**src/rtl/spi_stream_pkg.sv**
```systemverilog
// Shared types and escape-layer constants for the SPI stream master.
// Latency: n/a (package). Backpressure: n/a.
package spi_stream_pkg;

  typedef enum logic [2:0] {
    ST_IDLE,
    ST_SETUP,
    ST_SHIFT,
    ST_WAIT,
    ST_HOLD
  } state_e;

  localparam logic [7:0] ESC_IDLE = 8'h4A;
  localparam logic [7:0] ESC_CHAR = 8'h4D;
  localparam logic [7:0] ESC_XOR  = 8'h20;

  function automatic logic needs_escape(input logic [7:0] b);
    return (b == ESC_IDLE) || (b == ESC_CHAR);
  endfunction

endpackage

```
**src/rtl/spi_stream_master_if.sv**
```systemverilog
// Byte-stream handshake and SPI pins for the SPI stream master.
// master: the SPI master's own view; slave: the view of the environment that drives it.
interface spi_stream_master_if;

  logic [7:0] iTX_DATA;
  logic       iTX_LAST;
  logic       iTX_VALID;
  logic       oTX_READY;
  logic [7:0] oRX_DATA;
  logic       oRX_VALID;
  logic       oBUSY;
  logic       oSPI_SCLK;
  logic       oSPI_MOSI;
  logic       iSPI_MISO;
  logic       oSPI_CSn;

  modport master (
    input  iTX_DATA, iTX_LAST, iTX_VALID, iSPI_MISO,
    output oTX_READY, oRX_DATA, oRX_VALID, oBUSY, oSPI_SCLK, oSPI_MOSI, oSPI_CSn
  );

  modport slave (
    output iTX_DATA, iTX_LAST, iTX_VALID, iSPI_MISO,
    input  oTX_READY, oRX_DATA, oRX_VALID, oBUSY, oSPI_SCLK, oSPI_MOSI, oSPI_CSn
  );

endinterface

```
**src/rtl/spi_sclk_gen.sv**
```systemverilog
// SCLK generator: CLK_DIV cycles per half-period, idles low; rise/fall strobe the edge on which SCLK toggles.
// Latency: SCLK registered, strobes combinational from the counter. Backpressure: none (restart forces low).
module spi_sclk_gen #(
  parameter int CLK_DIV = 4
) (
  input  logic clk,
  input  logic rst,
  input  logic en,
  input  logic restart,
  output logic sclk,
  output logic rise,
  output logic fall
);

  localparam int            CW      = (CLK_DIV > 1) ? $clog2(CLK_DIV) : 1;
  localparam logic [CW-1:0] CNT_MAX = CW'(CLK_DIV - 1);

  logic [CW-1:0] cnt_q, cnt_d;
  logic          sclk_q, sclk_d;
  logic          tick;

  always_comb begin
    tick   = en && (cnt_q == CNT_MAX);
    rise   = tick && !sclk_q;
    fall   = tick && sclk_q;
    cnt_d  = cnt_q;
    sclk_d = sclk_q;
    if (restart) begin
      cnt_d  = '0;
      sclk_d = 1'b0;
    end else if (en) begin
      if (tick) begin
        cnt_d  = '0;
        sclk_d = !sclk_q;
      end else begin
        cnt_d = cnt_q + CW'(1);
      end
    end
  end

  always_ff @(posedge clk) begin
    if (rst) begin
      cnt_q  <= '0;
      sclk_q <= 1'b0;
    end else begin
      cnt_q  <= cnt_d;
      sclk_q <= sclk_d;
    end
  end

  assign sclk = sclk_q;

endmodule

```
**src/rtl/spi_stream_master.sv**
```systemverilog
// Mode-0 SPI master: valid/ready bytes out on MOSI, every captured MISO byte strobed back; 16*CLK_DIV cycles per byte.
// TX ready only in IDLE/WAIT; RX has no backpressure. SPI_STREAM_ESCAPE_EN enables idle/escape byte-stuffing.
module spi_stream_master
  import spi_stream_pkg::*;
#(
  parameter int CLK_DIV  = 4,
  parameter int CS_SETUP = 2,
  parameter int CS_HOLD  = 2
) (
  input  logic                 iCLK,
  input  logic                 iRESET,
  spi_stream_master_if.master  io
);

`ifdef SPI_STREAM_ESCAPE_EN
  localparam bit ESC_EN = 1'b1;
`else
  localparam bit ESC_EN = 1'b0;
`endif

  localparam int CNT_MAX = (CS_SETUP > CS_HOLD) ? CS_SETUP : CS_HOLD;
  localparam int CNT_W   = $clog2(CNT_MAX + 1);

  state_e           state_q, state_d;
  logic [CNT_W-1:0] cnt_q, cnt_d;
  logic [2:0]       bit_q, bit_d;
  logic [7:0]       tx_sr_q, tx_sr_d;
  logic [7:0]       rx_sr_q, rx_sr_d;
  logic             last_q, last_d;
  logic             pend_q, pend_d;
  logic [7:0]       pend_byte_q, pend_byte_d;
  logic             csn_q, csn_d;
  logic             tx_ready_q, tx_ready_d;
  logic             rx_valid_q, rx_valid_d;
  logic [7:0]       rx_data_q, rx_data_d;
  logic             rx_esc_q, rx_esc_d;

  logic       sclk, sclk_rise, sclk_fall;
  logic       accept, byte_end;
  logic       load_esc;
  logic [7:0] load_byte;

  spi_sclk_gen #(.CLK_DIV(CLK_DIV)) u_sclk (
    .clk     (iCLK),
    .rst     (iRESET),
    .en      (state_q == ST_SHIFT),
    .restart (state_q != ST_SHIFT),
    .sclk    (sclk),
    .rise    (sclk_rise),
    .fall    (sclk_fall)
  );

  // An escaped input byte goes out as ESC_CHAR first; its XORed form waits in pend_byte.
  always_comb begin
    load_esc  = ESC_EN && needs_escape(io.iTX_DATA);
    load_byte = load_esc ? ESC_CHAR : io.iTX_DATA;
  end

  always_comb begin
    state_d     = state_q;
    cnt_d       = cnt_q;
    bit_d       = bit_q;
    tx_sr_d     = tx_sr_q;
    rx_sr_d     = rx_sr_q;
    last_d      = last_q;
    pend_d      = pend_q;
    pend_byte_d = pend_byte_q;
    csn_d       = csn_q;
    tx_ready_d  = 1'b0;
    rx_valid_d  = 1'b0;
    rx_data_d   = rx_data_q;
    rx_esc_d    = rx_esc_q;
    accept      = io.iTX_VALID && tx_ready_q;
    byte_end    = 1'b0;

    if (sclk_rise) begin
      rx_sr_d = {rx_sr_q[6:0], io.iSPI_MISO};
    end
    // MOSI keeps the last bit after the 8th fall so it is held through WAIT.
    if (sclk_fall) begin
      if (bit_q == 3'd7) begin
        byte_end = 1'b1;
        bit_d    = 3'd0;
      end else begin
        bit_d   = bit_q + 3'd1;
        tx_sr_d = {tx_sr_q[6:0], 1'b0};
      end
    end

    unique case (state_q)
      ST_IDLE: begin
        if (accept) begin
          tx_sr_d     = load_byte;
          pend_d      = load_esc;
          pend_byte_d = io.iTX_DATA ^ ESC_XOR;
          last_d      = io.iTX_LAST;
          bit_d       = 3'd0;
          cnt_d       = CNT_W'(CS_SETUP - 1);
          csn_d       = 1'b0;
          state_d     = ST_SETUP;
        end else begin
          tx_ready_d = 1'b1;
        end
      end
      ST_SETUP: begin
        if (cnt_q == '0) begin
          state_d = ST_SHIFT;
        end else begin
          cnt_d = cnt_q - CNT_W'(1);
        end
      end
      ST_SHIFT: begin
        if (byte_end) begin
          if (pend_q) begin
            tx_sr_d = pend_byte_q;
            pend_d  = 1'b0;
          end else if (last_q) begin
            cnt_d   = CNT_W'(CS_HOLD);
            state_d = ST_HOLD;
          end else begin
            tx_ready_d = 1'b1;
            state_d    = ST_WAIT;
          end
        end
      end
      ST_WAIT: begin
        if (accept) begin
          tx_sr_d     = load_byte;
          pend_d      = load_esc;
          pend_byte_d = io.iTX_DATA ^ ESC_XOR;
          last_d      = io.iTX_LAST;
          bit_d       = 3'd0;
          state_d     = ST_SHIFT;
        end else begin
          tx_ready_d = 1'b1;
        end
      end
      ST_HOLD: begin
        // HOLD is entered on the strobe cycle, so it spans CS_HOLD+1 cycles.
        if (cnt_q == '0) begin
          csn_d      = 1'b1;
          rx_esc_d   = 1'b0;
          tx_ready_d = 1'b1;
          state_d    = ST_IDLE;
        end else begin
          cnt_d = cnt_q - CNT_W'(1);
        end
      end
      default: state_d = ST_IDLE;
    endcase

    if (byte_end) begin
      if (ESC_EN && rx_esc_q) begin
        rx_valid_d = 1'b1;
        rx_data_d  = rx_sr_q ^ ESC_XOR;
        rx_esc_d   = 1'b0;
      end else if (ESC_EN && (rx_sr_q == ESC_CHAR)) begin
        rx_esc_d = 1'b1;
      end else if (!(ESC_EN && (rx_sr_q == ESC_IDLE))) begin
        rx_valid_d = 1'b1;
        rx_data_d  = rx_sr_q;
      end
    end
  end

  always_ff @(posedge iCLK) begin
    if (iRESET) begin
      state_q     <= ST_IDLE;
      cnt_q       <= '0;
      bit_q       <= 3'd0;
      tx_sr_q     <= 8'h00;
      rx_sr_q     <= 8'h00;
      last_q      <= 1'b0;
      pend_q      <= 1'b0;
      pend_byte_q <= 8'h00;
      csn_q       <= 1'b1;
      tx_ready_q  <= 1'b0;
      rx_valid_q  <= 1'b0;
      rx_data_q   <= 8'h00;
      rx_esc_q    <= 1'b0;
    end else begin
      state_q     <= state_d;
      cnt_q       <= cnt_d;
      bit_q       <= bit_d;
      tx_sr_q     <= tx_sr_d;
      rx_sr_q     <= rx_sr_d;
      last_q      <= last_d;
      pend_q      <= pend_d;
      pend_byte_q <= pend_byte_d;
      csn_q       <= csn_d;
      tx_ready_q  <= tx_ready_d;
      rx_valid_q  <= rx_valid_d;
      rx_data_q   <= rx_data_d;
      rx_esc_q    <= rx_esc_d;
    end
  end

  assign io.oTX_READY = tx_ready_q;
  assign io.oRX_DATA  = rx_data_q;
  assign io.oRX_VALID = rx_valid_q;
  assign io.oBUSY     = ~csn_q;
  assign io.oSPI_SCLK = sclk;
  assign io.oSPI_MOSI = tx_sr_q[7];
  assign io.oSPI_CSn  = csn_q;

endmodule
```
**src/flat_wrapper.sv**
```systemverilog
// flat-port wrapper written by rule: the top's interface ports become plain ports
module spi_stream_master_flat import spi_stream_pkg::*;
#(
  parameter int CLK_DIV  = 4,
  parameter int CS_SETUP = 2,
  parameter int CS_HOLD  = 2
)
  (iCLK, iRESET, io_iTX_DATA, io_iTX_LAST, io_iTX_VALID, io_iSPI_MISO, io_oTX_READY, io_oRX_DATA, io_oRX_VALID, io_oBUSY, io_oSPI_SCLK, io_oSPI_MOSI, io_oSPI_CSn);
  spi_stream_master_if io_i ();
  input  logic iCLK;
  input  logic iRESET;
  input wire logic [$bits(io_i.iTX_DATA)-1:0] io_iTX_DATA;
  input wire logic [$bits(io_i.iTX_LAST)-1:0] io_iTX_LAST;
  input wire logic [$bits(io_i.iTX_VALID)-1:0] io_iTX_VALID;
  input wire logic [$bits(io_i.iSPI_MISO)-1:0] io_iSPI_MISO;
  output wire logic [$bits(io_i.oTX_READY)-1:0] io_oTX_READY;
  output wire logic [$bits(io_i.oRX_DATA)-1:0] io_oRX_DATA;
  output wire logic [$bits(io_i.oRX_VALID)-1:0] io_oRX_VALID;
  output wire logic [$bits(io_i.oBUSY)-1:0] io_oBUSY;
  output wire logic [$bits(io_i.oSPI_SCLK)-1:0] io_oSPI_SCLK;
  output wire logic [$bits(io_i.oSPI_MOSI)-1:0] io_oSPI_MOSI;
  output wire logic [$bits(io_i.oSPI_CSn)-1:0] io_oSPI_CSn;
  assign io_i.iTX_DATA = io_iTX_DATA;
  assign io_i.iTX_LAST = io_iTX_LAST;
  assign io_i.iTX_VALID = io_iTX_VALID;
  assign io_i.iSPI_MISO = io_iSPI_MISO;
  assign io_oTX_READY = io_i.oTX_READY;
  assign io_oRX_DATA = io_i.oRX_DATA;
  assign io_oRX_VALID = io_i.oRX_VALID;
  assign io_oBUSY = io_i.oBUSY;
  assign io_oSPI_SCLK = io_i.oSPI_SCLK;
  assign io_oSPI_MOSI = io_i.oSPI_MOSI;
  assign io_oSPI_CSn = io_i.oSPI_CSn;
  spi_stream_master #(.CLK_DIV(CLK_DIV), .CS_SETUP(CS_SETUP), .CS_HOLD(CS_HOLD)) u_core (.iCLK(iCLK), .iRESET(iRESET), .io(io_i));
endmodule
```
**config.mk**
```make
export PLATFORM = sky130hd
export DESIGN_NAME = spi_stream_master_flat
export DESIGN_NICKNAME = d
export VERILOG_FILES = /design/src/rtl/spi_stream_pkg.sv /design/src/rtl/spi_stream_master_if.sv /design/src/rtl/spi_sclk_gen.sv /design/src/rtl/spi_stream_master.sv /design/src/flat_wrapper.sv
export SDC_FILE = /design/constraint.sdc
export NUM_CORES = 1
export LEC_CHECK = 0
export ABC_AREA = 1
export CAP_MARGIN = 10
export CORE_ASPECT_RATIO = 0.9
export CORE_MARGIN = 4
export CORE_UTILIZATION = 50
export CTS_CLUSTER_SIZE = 16
export DETAILED_ROUTE_END_ITERATION = 16
export GPL_TIMING_DRIVEN = 0
export PLACE_DENSITY = 0.86
export SLEW_MARGIN = 20
export SYNTH_ARGS = -nofsm -noshare
export SYNTH_HDL_FRONTEND = slang
export SYNTH_SLANG_ARGS = --single-unit
```
**constraint.sdc**
```tcl
create_clock -name iCLK -period 2.1 [get_ports iCLK]
set_input_delay 0.21 -clock iCLK [delete_from_list [all_inputs] [get_ports iCLK]]
set_output_delay 0.21 -clock iCLK [all_outputs]
set_load 0.01 [all_outputs]
```
==> impl_metrics.ini <==
[drt]
vias = 1453
route.antenna.remaining_nets = 0
drtPass1Iterations = 4
viasPerCell = 4.99
wl_per_cell_um = 11.7
drc = 0
drt_wl_total_mm = 3.42
drt-initial-drc-count = 121

[clock_network]
cts_root_buf = clkbuf_8
postCtsSetupBuffers = 0
tritoncts = built
clock_latency_ps = 300
numCtsBuffers = 5
clkSinkCount = 39
clk_path_buf_depth = 2
htreeDepth = 2
path_clk_slew_ps = 80

[sta]
clock_skew_ps = 12.3
setup_viol = 0
rsz0062_at_grt = no
finalCritPeriodShare_pct = 85.1
post-route-min-period_ps = 1790
finalHoldViolations = 0
fmax_mhz = 560
totalNegativeSetupSlack_ps = 0
drv_slew = 0
relSlewSlack_pct = 71.5
tightest_slew_ps = 427

[critical_path]
crit_required_ps = 2290
rrSetupSlack_ps = 310
cp_slowest_cell = dfxtp_1
rr_worst_depth = 9
r2r-start = u_core.bit_q[0]
crit_path_max_fanout = 6
path_cells = ha_1, ha_1, inv_1, o31ai_2, inv_1, nor2_2, nand2_1, nand2_1, nor2_1
critPathArrivalTime_ps = 1980
r2r-end = u_core.state_q[0]
cp-end-kind = flop
critPathLaunchType = flop
worst-setup-path-type = flop to flop
max_stage_delay_ps = 340

[yosys]
synth-seq-cells = 39
syn_avg_cell_area_um2 = 7.81
synth_top_area_share_pct = 46.5
netlist_area_um2 = 1680
netlist_instances = 215
synthTopCellsByArea = dfxtp_1 46%, o21ai_0 8.3%, nand2_1 7.6%, a21oi_1 6.3%, inv_1 5.6%
synth_nets = 232
synth_top_cell_by_area = dfxtp_1
yosys_warnings = 0
synth_cell_type_count = 27
yosysSeqAreaShare_pct = 46.5

[finish]
final_cells = 291
diodes = 0
fillers = 254
drive_above_1_share_pct = 11.2
final_util_pct = 67.2
num-nets-final = 265
multi_input_area_um2 = 753
area_delta_synth_final_pct = 25.6
seqCellArea_um2 = 781

[placement]
gp_congestion = 0.865
hpwl_mm = 2.52
place_inst = 283
io_buffers = 26

[global_route]
grt_start_max_net_pins = 14
grt_pass1_wl_mm = 5.71
grt-ovfl-total = 0
grt_use_total_pct = 16.5
antenna_found_initial = 0
grt_pass1_vias = 1318

[die]
fp.coreArea_um2 = 3140
dieArea_um2 = 4350
io_pins = 27
row_count = 19
die_w_um = 69.1
dieHeight_um = 63.0
start_util_pct = 53.5

[pwr]
p_leak_nw = 0.913
vdd_drop_max_mv = 0.576
power_density_nw_per_um2 = 1020

[worst_hold_path]
hold_start = u_core.u_sclk.cnt_q[0]
whs_path_depth = 1
hold_class = flop to flop
hold_end = u_core.u_sclk.cnt_q[0]

[job]
cap_violations = 0

[status]
status = complete, no violations
-- repair_timing --
action / CTS / global route
hold buffers: 0 / 0
resized for setup: 0 / 1
setup endpoints to repair: 0 / 1
-- layout by cell type, fill, tap and decap left out, drive strengths merged --
cell type and n:
a211oi 1, a21oi 22, a22o 1, a31oi 1, buf 4, bufinv 1, clkbuf 6, clkdlybuf4s50 26
clkinv 3, dfxtp 39, ha 4, inv 28, nand2 37, nand3 7, nor2 29, nor3 2
o21ai 37, o31ai 1
-- kinds of logic after synthesis --
kind of cell	synth area share (%)
adder cells (fa/ha/maj)	2.98
buffers and inverters	8.94
AO/OA/AOI/OAI	20.2
AND/OR/NAND/NOR	21.4
flip-flops	46.5
-- cells in the mapped netlist --
cell type  number
a31oi_2         1
buf_4           1
o21ai_1         8
a211oi_1        1
a21oi_1        21
nand2_1        34
nor2_4          4
a21oi_2         1
nand2_4         2
dfxtp_1        39
o21ai_0        28
nand2_2         1
clkinv_1        1
nor2_1         23
o31ai_1         1
o21ai_2         1
ha_1            4
nor2_8          1
nor3_1          2
nand3_1         7
nor2_2          1
clkbuf_1        1
inv_1          25
buf_2           2
buf_12          1
a22o_1          1
inv_2           3
-- report_power, final --
| group | switching (mW) | internal [mW] |
|---|---|---|
| Clock | 0.275 | 0.354 |
| Sequential | 0.0665 | 0.814 |
| Combinational | 0.398 | 0.251 |
| Total | 0.740 | 1.42 |
-- flip-flops by register name (all words and copies together) (netlist names) --
name                 flops
u_core.u_sclk.sclk       1
u_core.io.oTX_READY      1
u_core.io.oRX_DATA       8
u_core.io.oSPI_CSn       1
u_core.state_q           3
u_core.io.oRX_VALID      1
u_core.u_sclk.cnt_q      2
u_core.rx_sr_q           8
u_core.bit_q             3
u_core.cnt_q             2
u_core.last_q            1
u_core.tx_sr_q           8
-- how the worst max path moves through the flow --
stage	start	end	slack (ps)	depth (start not counted)
CTS	u_core.bit_q[0]	u_core.state_q[0]	230	9
floorplan	u_core.bit_q[0]	u_core.state_q[0]	520	9
global placement	u_core.bit_q[0]	u_core.state_q[2]	340	9
finish	u_core.bit_q[0]	u_core.state_q[0]	310	9
global route	u_core.bit_q[0]	u_core.state_q[2]	110	9
detailed placement	u_core.bit_q[0]	u_core.state_q[0]	260	9
-- through the flow --
stage / hold WS [ps] / setup WS, ps / power [mW] / instance area [um2]
4_1_cts: 436 / 230 / 2.16 / 2100
3_5_place_dp: 424 / 259 / 1.53 / 1990
3_3_place_gp: 415 / 339 / 1.51 / 1990
2_1_floorplan: 276 / 519 / 1.37 / 1680
6_report: 433 / 313 / 2.16 / 2110
5_1_grt: 448 / 106 / 2.31 / 2110
-- critical path, delay by kind of cell (launching register included) --
kind	cells	cell delay, ps
simple gates	4	420
fa+ha+maj	2	360
flops	1	340
compound gates	1	320
buf+inv	2	240
-- final cells by class --
cell class / instances / area share [%]
Buffer: 5 / 1.96
Tap cell: 42 / 2.49
Sequential cell: 39 / 37.0
Inverter: 29 / 5.16
Multi-Input combinational cell: 142 / 35.7
Clock inverter: 3 / 2.08
Clock buffer: 5 / 3.26
Timing Repair Buffer: 26 / 12.3
-- layer usage --
layer	global-route usage [%]	up-vias	routed length, um
met5	0	-	0
met4	11.2	0	99
met3	4.50	9	104
met2	25.5	27	1590
met1	20.0	653	1630
li1	-	764	-
No activity file was read; power rests on OpenSTA's default activity.
